## src/rtl/memory_bus_arbiter_if.sv

```systemverilog
// Bundle of requester-side and memory-side signals for the two-port memory bus arbiter.
// The slave modport is the arbiter's view; master is the surrounding system's view.
interface memory_bus_arbiter_if #(
  parameter int BUS_WIDTH = 32
);
  logic                 inst_read;
  logic [BUS_WIDTH-1:0] inst_address;
  logic [BUS_WIDTH-1:0] inst_read_data;
  logic                 inst_response;

  logic                 data_read;
  logic                 data_write;
  logic [BUS_WIDTH-1:0] data_address;
  logic [BUS_WIDTH-1:0] data_write_data;
  logic [BUS_WIDTH-1:0] data_read_data;
  logic                 data_response;

  logic                 memory_read;
  logic                 memory_write;
  logic [BUS_WIDTH-1:0] memory_address;
  logic [BUS_WIDTH-1:0] memory_write_data;
  logic [BUS_WIDTH-1:0] memory_read_data;
  logic                 memory_response;

  logic                 bus_error;
  logic                 busy;

  modport slave (
    input  inst_read, inst_address,
    output inst_read_data, inst_response,
    input  data_read, data_write, data_address, data_write_data,
    output data_read_data, data_response,
    output memory_read, memory_write, memory_address, memory_write_data,
    input  memory_read_data, memory_response,
    output bus_error, busy
  );

  modport master (
    output inst_read, inst_address,
    input  inst_read_data, inst_response,
    output data_read, data_write, data_address, data_write_data,
    input  data_read_data, data_response,
    input  memory_read, memory_write, memory_address, memory_write_data,
    output memory_read_data, memory_response,
    input  bus_error, busy
  );
endinterface

```

## src/rtl/memory_bus_arbiter.sv

```systemverilog
// Arbitrates instruction-fetch (port 0) and data (port 1) requesters onto one memory port,
// with registered downstream strobes, per-port read data, and a timeout watchdog.
module memory_bus_arbiter #(
  parameter int                   BUS_WIDTH      = 32,
  parameter int                   PRIORITY_MODE  = 0,
  parameter int                   TIMEOUT_CYCLES = 1024,
  parameter logic [BUS_WIDTH-1:0] ERROR_DATA     = 32'hDEADBEEF
) (
  input  logic                clk,
  input  logic                reset,
  memory_bus_arbiter_if.slave bus
);

  localparam int CNT_W = (TIMEOUT_CYCLES > 2) ? $clog2(TIMEOUT_CYCLES) : 1;
  localparam logic [CNT_W-1:0] CNT_LAST = CNT_W'(TIMEOUT_CYCLES - 1);

  typedef enum logic [1:0] {IDLE, ISSUE, RESPOND} state_t;

  state_t               state_q;
  logic                 last_grant_q;
  logic                 port_q;
  logic [CNT_W-1:0]     cnt_q;
  logic                 mem_read_q;
  logic                 mem_write_q;
  logic [BUS_WIDTH-1:0] addr_q;
  logic [BUS_WIDTH-1:0] wdata_q;
  logic [BUS_WIDTH-1:0] inst_rdata_q;
  logic [BUS_WIDTH-1:0] data_rdata_q;
  logic                 inst_resp_q;
  logic                 data_resp_q;
  logic                 bus_error_q;

  logic                 req0_d;
  logic                 req1_d;
  logic                 grant_port_d;
  logic                 done_d;
  logic [BUS_WIDTH-1:0] rdata_d;

  always_comb begin
    req0_d = bus.inst_read;
    req1_d = bus.data_read | bus.data_write;
    // On a tie, round-robin hands the grant to whichever port did not win last time.
    grant_port_d = req1_d & (~req0_d | (PRIORITY_MODE == 1) | ~last_grant_q);
    done_d  = bus.memory_response | (cnt_q == CNT_LAST);
    rdata_d = bus.memory_response ? bus.memory_read_data : ERROR_DATA;
  end

  always_ff @(posedge clk or posedge reset) begin
    if (reset) begin
      state_q      <= IDLE;
      last_grant_q <= 1'b1;
      port_q       <= 1'b0;
      cnt_q        <= '0;
      mem_read_q   <= 1'b0;
      mem_write_q  <= 1'b0;
      addr_q       <= '0;
      wdata_q      <= '0;
      inst_rdata_q <= '0;
      data_rdata_q <= '0;
      inst_resp_q  <= 1'b0;
      data_resp_q  <= 1'b0;
      bus_error_q  <= 1'b0;
    end else begin
      inst_resp_q <= 1'b0;
      data_resp_q <= 1'b0;
      bus_error_q <= 1'b0;
      case (state_q)
        IDLE: begin
          if (req0_d | req1_d) begin
            port_q       <= grant_port_d;
            last_grant_q <= grant_port_d;
            cnt_q        <= '0;
            state_q      <= ISSUE;
            if (grant_port_d) begin
              addr_q      <= bus.data_address;
              wdata_q     <= bus.data_write_data;
              mem_write_q <= bus.data_write;
              mem_read_q  <= ~bus.data_write;
            end else begin
              addr_q      <= bus.inst_address;
              mem_write_q <= 1'b0;
              mem_read_q  <= 1'b1;
            end
          end
        end
        ISSUE: begin
          if (done_d) begin
            mem_read_q  <= 1'b0;
            mem_write_q <= 1'b0;
            bus_error_q <= ~bus.memory_response;
            state_q     <= RESPOND;
            if (port_q) begin
              data_resp_q <= 1'b1;
              if (mem_read_q) data_rdata_q <= rdata_d;
            end else begin
              inst_resp_q <= 1'b1;
              if (mem_read_q) inst_rdata_q <= rdata_d;
            end
          end else begin
            cnt_q <= cnt_q + 1'b1;
          end
        end
        RESPOND: state_q <= IDLE;
        default: state_q <= IDLE;
      endcase
    end
  end

  assign bus.inst_read_data    = inst_rdata_q;
  assign bus.inst_response     = inst_resp_q;
  assign bus.data_read_data    = data_rdata_q;
  assign bus.data_response     = data_resp_q;
  assign bus.memory_read       = mem_read_q;
  assign bus.memory_write      = mem_write_q;
  assign bus.memory_address    = addr_q;
  assign bus.memory_write_data = wdata_q;
  assign bus.bus_error         = bus_error_q;
  assign bus.busy              = (state_q != IDLE);

endmodule

```

## src/flat_wrapper.sv

```systemverilog
// flat-port wrapper written by rule: the top's interface ports become plain ports
module memory_bus_arbiter_flat 
#(
  parameter int                   BUS_WIDTH      = 32,
  parameter int                   PRIORITY_MODE  = 0,
  parameter int                   TIMEOUT_CYCLES = 1024,
  parameter logic [BUS_WIDTH-1:0] ERROR_DATA     = 32'hDEADBEEF
)
  (clk, reset, bus_inst_read, bus_inst_address, bus_inst_read_data, bus_inst_response, bus_data_read, bus_data_write, bus_data_address, bus_data_write_data, bus_data_read_data, bus_data_response, bus_memory_read, bus_memory_write, bus_memory_address, bus_memory_write_data, bus_memory_read_data, bus_memory_response, bus_bus_error, bus_busy);
  memory_bus_arbiter_if #(.BUS_WIDTH(BUS_WIDTH)) bus_i ();
  input  logic clk;
  input  logic reset;
  input wire logic [$bits(bus_i.inst_read)-1:0] bus_inst_read;
  input wire logic [$bits(bus_i.inst_address)-1:0] bus_inst_address;
  output wire logic [$bits(bus_i.inst_read_data)-1:0] bus_inst_read_data;
  output wire logic [$bits(bus_i.inst_response)-1:0] bus_inst_response;
  input wire logic [$bits(bus_i.data_read)-1:0] bus_data_read;
  input wire logic [$bits(bus_i.data_write)-1:0] bus_data_write;
  input wire logic [$bits(bus_i.data_address)-1:0] bus_data_address;
  input wire logic [$bits(bus_i.data_write_data)-1:0] bus_data_write_data;
  output wire logic [$bits(bus_i.data_read_data)-1:0] bus_data_read_data;
  output wire logic [$bits(bus_i.data_response)-1:0] bus_data_response;
  output wire logic [$bits(bus_i.memory_read)-1:0] bus_memory_read;
  output wire logic [$bits(bus_i.memory_write)-1:0] bus_memory_write;
  output wire logic [$bits(bus_i.memory_address)-1:0] bus_memory_address;
  output wire logic [$bits(bus_i.memory_write_data)-1:0] bus_memory_write_data;
  input wire logic [$bits(bus_i.memory_read_data)-1:0] bus_memory_read_data;
  input wire logic [$bits(bus_i.memory_response)-1:0] bus_memory_response;
  output wire logic [$bits(bus_i.bus_error)-1:0] bus_bus_error;
  output wire logic [$bits(bus_i.busy)-1:0] bus_busy;
  assign bus_i.inst_read = bus_inst_read;
  assign bus_i.inst_address = bus_inst_address;
  assign bus_inst_read_data = bus_i.inst_read_data;
  assign bus_inst_response = bus_i.inst_response;
  assign bus_i.data_read = bus_data_read;
  assign bus_i.data_write = bus_data_write;
  assign bus_i.data_address = bus_data_address;
  assign bus_i.data_write_data = bus_data_write_data;
  assign bus_data_read_data = bus_i.data_read_data;
  assign bus_data_response = bus_i.data_response;
  assign bus_memory_read = bus_i.memory_read;
  assign bus_memory_write = bus_i.memory_write;
  assign bus_memory_address = bus_i.memory_address;
  assign bus_memory_write_data = bus_i.memory_write_data;
  assign bus_i.memory_read_data = bus_memory_read_data;
  assign bus_i.memory_response = bus_memory_response;
  assign bus_bus_error = bus_i.bus_error;
  assign bus_busy = bus_i.busy;
  memory_bus_arbiter #(.BUS_WIDTH(BUS_WIDTH), .PRIORITY_MODE(PRIORITY_MODE), .TIMEOUT_CYCLES(TIMEOUT_CYCLES), .ERROR_DATA(ERROR_DATA)) u_core (.clk(clk), .reset(reset), .bus(bus_i));
endmodule
```

## config.mk

```make
export PLATFORM = sky130hd
export DESIGN_NAME = memory_bus_arbiter_flat
export DESIGN_NICKNAME = d
export VERILOG_FILES = /design/src/rtl/memory_bus_arbiter_if.sv /design/src/rtl/memory_bus_arbiter.sv /design/src/flat_wrapper.sv
export SDC_FILE = /design/constraint.sdc
export NUM_CORES = 1
export LEC_CHECK = 0
export CORE_ASPECT_RATIO = 1.1
export CORE_MARGIN = 5
export CORE_UTILIZATION = 43
export CTS_BUF_LIST = sky130_fd_sc_hd__clkbuf_16
export DETAILED_ROUTE_END_ITERATION = 16
export PLACE_DENSITY_LB_ADDON = 0.15
export SYNTH_ARGS = -nofsm -noshare
export SYNTH_HDL_FRONTEND = slang
export SYNTH_SLANG_ARGS = --single-unit
```

## constraint.sdc

```tcl
create_clock -name clk -period 5.6 [get_ports clk]
set_input_delay 1.12 -clock clk [delete_from_list [all_inputs] [get_ports clk]]
set_output_delay 1.12 -clock clk [all_outputs]
set_load 0.01 [all_outputs]
```

# Word-level counts from Yosys, hierarchy flattened
# Cells that the tools add are included.
[word_totals] register_bits=147 input_bits=134 out_inout_bits=134 word_cells=62
[classes] add_sub_neg=1 eq_ne=5 mux=23 n_bitwise=10 n_reduce_logical=10
[op_table] op="two-way mux 32 bit" count=2
[op_table] op="two-way mux 10 bit" count=2
[op_table] op="case mux 10 bit (2 select lines)" count=1
[op_table] op="two-way mux 1 bit" count=13
[op_table] op="adder 10 x 1 -> 10 bit, second input constant" count=1
[op_table] op="equality test 10 bit, second input constant" count=1
[op_table] op="AND reduction 3 bit" count=3
[op_table] op="AND reduction 4 bit" count=2
[op_table] op="inverter 1 bit" count=5
[op_table] op="two-way mux 2 bit" count=2
[op_table] op="inequality test 2 x 1 -> 1 bit, second input constant" count=2
[op_table] op="OR 1 bit" count=4
[op_table] op="case mux 1 bit (2 select lines)" count=2
[op_table] op="case mux 2 bit (2 select lines)" count=1
[op_table] op="AND reduction 2 bit" count=2
[op_table] op="nonzero test 2 bit" count=2
[op_table] op="equality test 2 x 1 -> 1 bit, second input constant" count=1
[op_table] op="logical NOT 2 bit" count=1
[op_table] op="inequality test 2 bit, second input constant" count=1
[op_table] op="bitwise AND 1 bit" count=1

# Logic depth before layout (Yosys ltp)
[depth] ltp_word=6 ltp_mapped=7 mapped_depth_nobuf=6

# Least setup slack after synthesis
# No wires, ideal clock.
[synth_path] path_kind="input -> register" start="in bus_memory_response" end="reg u_core.cnt_q[8]" setup_time_ps=126 arrival_ps=2440 required_ps=5474 setup_slack_ps=3034 stages=6 path_buffers=2 path_cell_list="or3b_1 -> buf_2 -> a31o_4 -> and2_4 -> buf_6 -> a221o_1"
[synth_between] elab_chain_cells=3
[synth_lines] item="start, declared" line="flat_wrapper.sv:28" text="input wire logic [$bits(bus_i.memory_response)-1:0] bus_memory_response;"
[synth_lines] item="OR 1 bit" line="memory_bus_arbiter.sv:44" text="done_d = bus.memory_response | (cnt_q == CNT_LAST);"
[synth_lines] item="inequality test 2 bit (no source line)"
[synth_lines] item="AND reduction 3 bit (no source line)"
[synth_lines] item="end signal, assigned" line="memory_bus_arbiter.sv:100" text="cnt_q <= cnt_q + 1'b1;"
[synth_lines] item="end, declared" line="memory_bus_arbiter.sv:22" text="logic [CNT_W-1:0] cnt_q;"
# Every way passes these cells.
# A chain may end at the register's enable or synchronous reset.

# Final worst setup path
[layout_path] start="in bus_memory_response" end="reg u_core.inst_rdata_q[30], in the netlist u_core.bus.inst_read_data[30]"
[layout_between] elab_chain_cells=2 elab_cells_between_ends=3 classes_between="mux: 1; bitwise: 1; reduce/logical: 1"
[layout_lines] item="OR 1 bit" line="memory_bus_arbiter.sv:44"
[layout_lines] item="AND reduction 4 bit (no source line)"
[layout_lines] item="end signal, assigned" line="memory_bus_arbiter.sv:97" text="if (mem_read_q) inst_rdata_q <= rdata_d;"
[layout_lines] item="end, declared" line="memory_bus_arbiter.sv:27" text="logic [BUS_WIDTH-1:0] inst_rdata_q;"
# Several ways; a longest one is shown, not always the timed one.

==> impl_results.md <==
* Seq/Total Area, Yosys at between 50 and 60%
* Syn Nets at 613
* IO Port Bufs at between 200 and 300
* Unrepaired setup endpoints after global routing: no
* R2r setup slk at approximately 3 ns
* Post-synth ARST share at 100%
* Syn avg cell area at about 13 um2
* Vias per cell at a little under 5
* Fin Hold WS at 0.464 ns
* Relative slew slack at 30.1%
* Post-synth EDFFs at 0
* HP Start: u_core.last_grant_q$_DFFE_PP1P_
* FMAX at roughly 0.31 GHz
* Clock Path Buffers at 2
* Maximum VDD drop at 287 uV
* Area delta synth->final at 52.5%
* Final hold violations at 0
* P per Cell Area at about 530 nW/um2
* Initial antenna violation count at 0
* Max incr delay on CP at 0.89 ns
* Worst slew pin tran at 1.05 ns
* Routability cong. at 0.855
* DIE AREA at 17300 um2
* Synth Flop Type: dfrtp_1
* Num CTS Buffers at 17
* Layout Nets at 876
* Fraction of layout cells with a size suffix above 1 at between 10% and 20%
* Critical Path AT at about 3.6 ns
* IO Pins at around 270
* Fin crit share at between 50% and 60%
* Synth cell types at between 40 and 50
* Crit-path max FO at 32
* Min-Delay Path Class: flop to flop
* Worst EP required at slightly below 6 ns
* Synth Instances at around 480
* GR Util All Layers at between 20% and 30%
* Post-DP HPWL at 12800 um
* Fin crit period at ~3.3 ns
* Drt drc at 0
* Area of the core at roughly 14000 um2
* DRC violation total after the first TritonRoute iteration at between 200 and 300
* WS Path Type: input pin to flop
* Worst-case clock skew at roughly 0.0057 ns
* Cell Area, Synth at 6350 um2
* Setup TNS at 0 ns
* Gates resized, CTS repair at 0
* DIE HEIGHT at approximately 140 um
* Number of max-cap violations at 0
* Worst Setup End Kind: flop
* Number of global-route vias before repair at roughly 5k
* CTS tree: yes
* Post-DRT Antenna Nets at 0
* Vias post-DR at approximately 4.6k
* First-pass GRT wire length at ~27000 um
* Cell Rows at 46
* Setup Fix Bufs, Post-CTS at 0
* Final slew viol count at 0
* CP Launch Type: input pin
* Largest net degree at the start of global routing at between 100 and 150
* Most frequent cells in the layout: 267 x clkdlybuf4s50_1, 146 x dfrtp_1, 66 x mux2_2
* Final WL at 17000 um
* Leakage at approximately 4.2 nW
* RR Startpoint: u_core.state_q[1]$_DFFE_PP0P_
* Routed WL per cell at roughly 18 um
* Most common cell after layout, fill and taps aside: clkdlybuf4s50_1
* Setup violators final at 0
* RR Endpoint: u_core.bus.inst_read_data[18]$_DFFE_PP0P_
* FF+latch count, synth at ~150
* Clk_lat worst skew at about 0.42 ns
* Hold worst-path end: u_core.last_grant_q$_DFFE_PP1P_
* Clk sink count at ~150
* Initial core utilization at 43.9%
* Number of inserted diodes at 0
* TritonRoute pass-1 iters at 4
* Gr ovfl total at 0
* Launch point of the critical path: bus_memory_response
* Worst hold stages at 2
* Die Wd at about 130 um
* CTS Root Cell: clkbuf_16
* Hold Buf Count CTS at 0
* H-tree level count at 4
* Synth Warn # at 0
* Worst-path clk slew at around 0.050 ns
* Reg2Reg Depth at 4
* Outcome: complete, no violations
* Worst path cell trace: clkdlybuf4s50_1, a31oi_2, or3_2, mux2_2
* Slowest CP cell: or3_2
## worst max-delay path: cells and delay by family
| family | cells | cell delay, ns |
|---|---|---|
| AND/OR/NAND/NOR | 1 | 0.89 |
| AO/OA/AOI/OAI | 1 | 0.41 |
| multiplexers | 1 | 0.42 |
| buffers and inverters | 1 | 0.70 |
## layout make-up
| type | instances | area [um2] |
|---|---|---|
| clock inverters | 15 | 110 |
| flip-flops and latches | 147 | 3680 |
| clock buffers | 17 | 425 |
| multi-input cells | 299 | 2500 |
| inverters | 4 | 20.0 |
| fillers | 1074 | 4760 |
| repair buffers | 272 | 2710 |
| well taps | 192 | 240 |
## Yosys cell counts, types with 2 or more instances
cell type	count	area share, %
a21o_1	2	0.24
a21oi_1	2	0.16
a221o_1	3	0.47
a31oi_1	2	0.20
and2_1	12	1.2
and3_1	2	0.20
buf_1	2	0.12
buf_12	3	0.95
buf_2	6	0.47
buf_4	3	0.35
buf_6	2	0.35
clkbuf_1	11	0.65
dfrtp_1	146	58
inv_1	4	0.24
mux2_2	66	12
mux2_4	30	7.1
mux2i_1	32	5.0
nand2_1	47	2.8
nand2b_1	21	2.1
nand3_1	7	0.55
nand4_1	2	0.20
nor2_1	5	0.30
nor2b_1	2	0.20
nor3_1	4	0.32
nor4_1	3	0.30
o21ai_0	36	2.8
or2b_1	4	0.47
## per-layer routing
| metal | routed length, um | vias up | GRT usage, % |
|---|---|---|---|
| li1 | - | 2190 | - |
| met1 | 6440 | 2205 | 22.4 |
| met2 | 8140 | 216 | 32.8 |
| met3 | 1950 | 34 | 10.2 |
| met4 | 481 | 0 | 8.76 |
| met5 | 0 | - | 0 |
## logic make-up after synthesis
logic type / Yosys count / synth area share (%)
buffers and inverters: 32 / 3.21
AND/OR/NAND/NOR: 117 / 9.64
adder cells (fa/ha/maj): 1 / 0.197
AO/OA/AOI/OAI: 53 / 5.13
flip-flops: 147 / 58.0
multiplexers: 128 / 23.9
## report_power, final
part	switching, W	internal (W)
Combinational	0.000913	0.00137
Clock	0.000401	0.000634
Sequential	0.000291	0.00156
## per-stage QoR
step	worst slack, ns	instances	total power (W)	area, um2	util (%)
final	2.34	946	0.00516	9680	67.0
after floorplan	0.530	478	0.00289	6350	-
after global routing	2.21	946	0.00548	9680	67.0
after global placement	1.90	914	0.00411	9150	63.3
after CTS	2.33	946	0.00523	9680	67.0
after detailed placement	1.89	914	0.00417	9150	63.3
## sequential cells by signal, indices dropped and copies added, names as in the netlist, 2 cells and up
name                          count
u_core.bus.memory_address        32
u_core.bus.inst_read_data        32
u_core.bus.memory_write_data     32
u_core.state_q                    2
u_core.bus.data_read_data        32
u_core.cnt_q                     10
## worst max-delay path by stage
stage / to / slack [ns] / depth (start not counted)
after floorplan: u_core.bus.bus_error$_DFF_PP0_ / 0.53 / 1
after global placement: u_core.bus.inst_read_data[30]$_DFFE_PP0P_ / 1.90 / 4
after detailed placement: u_core.bus.inst_read_data[30]$_DFFE_PP0P_ / 1.89 / 4
after CTS: u_core.bus.inst_read_data[30]$_DFFE_PP0P_ / 2.33 / 4
after global routing: u_core.bus.inst_read_data[30]$_DFFE_PP0P_ / 2.21 / 4
final: u_core.bus.inst_read_data[30]$_DFFE_PP0P_ / 2.34 / 4
Power figures use the tool's default switching activity.
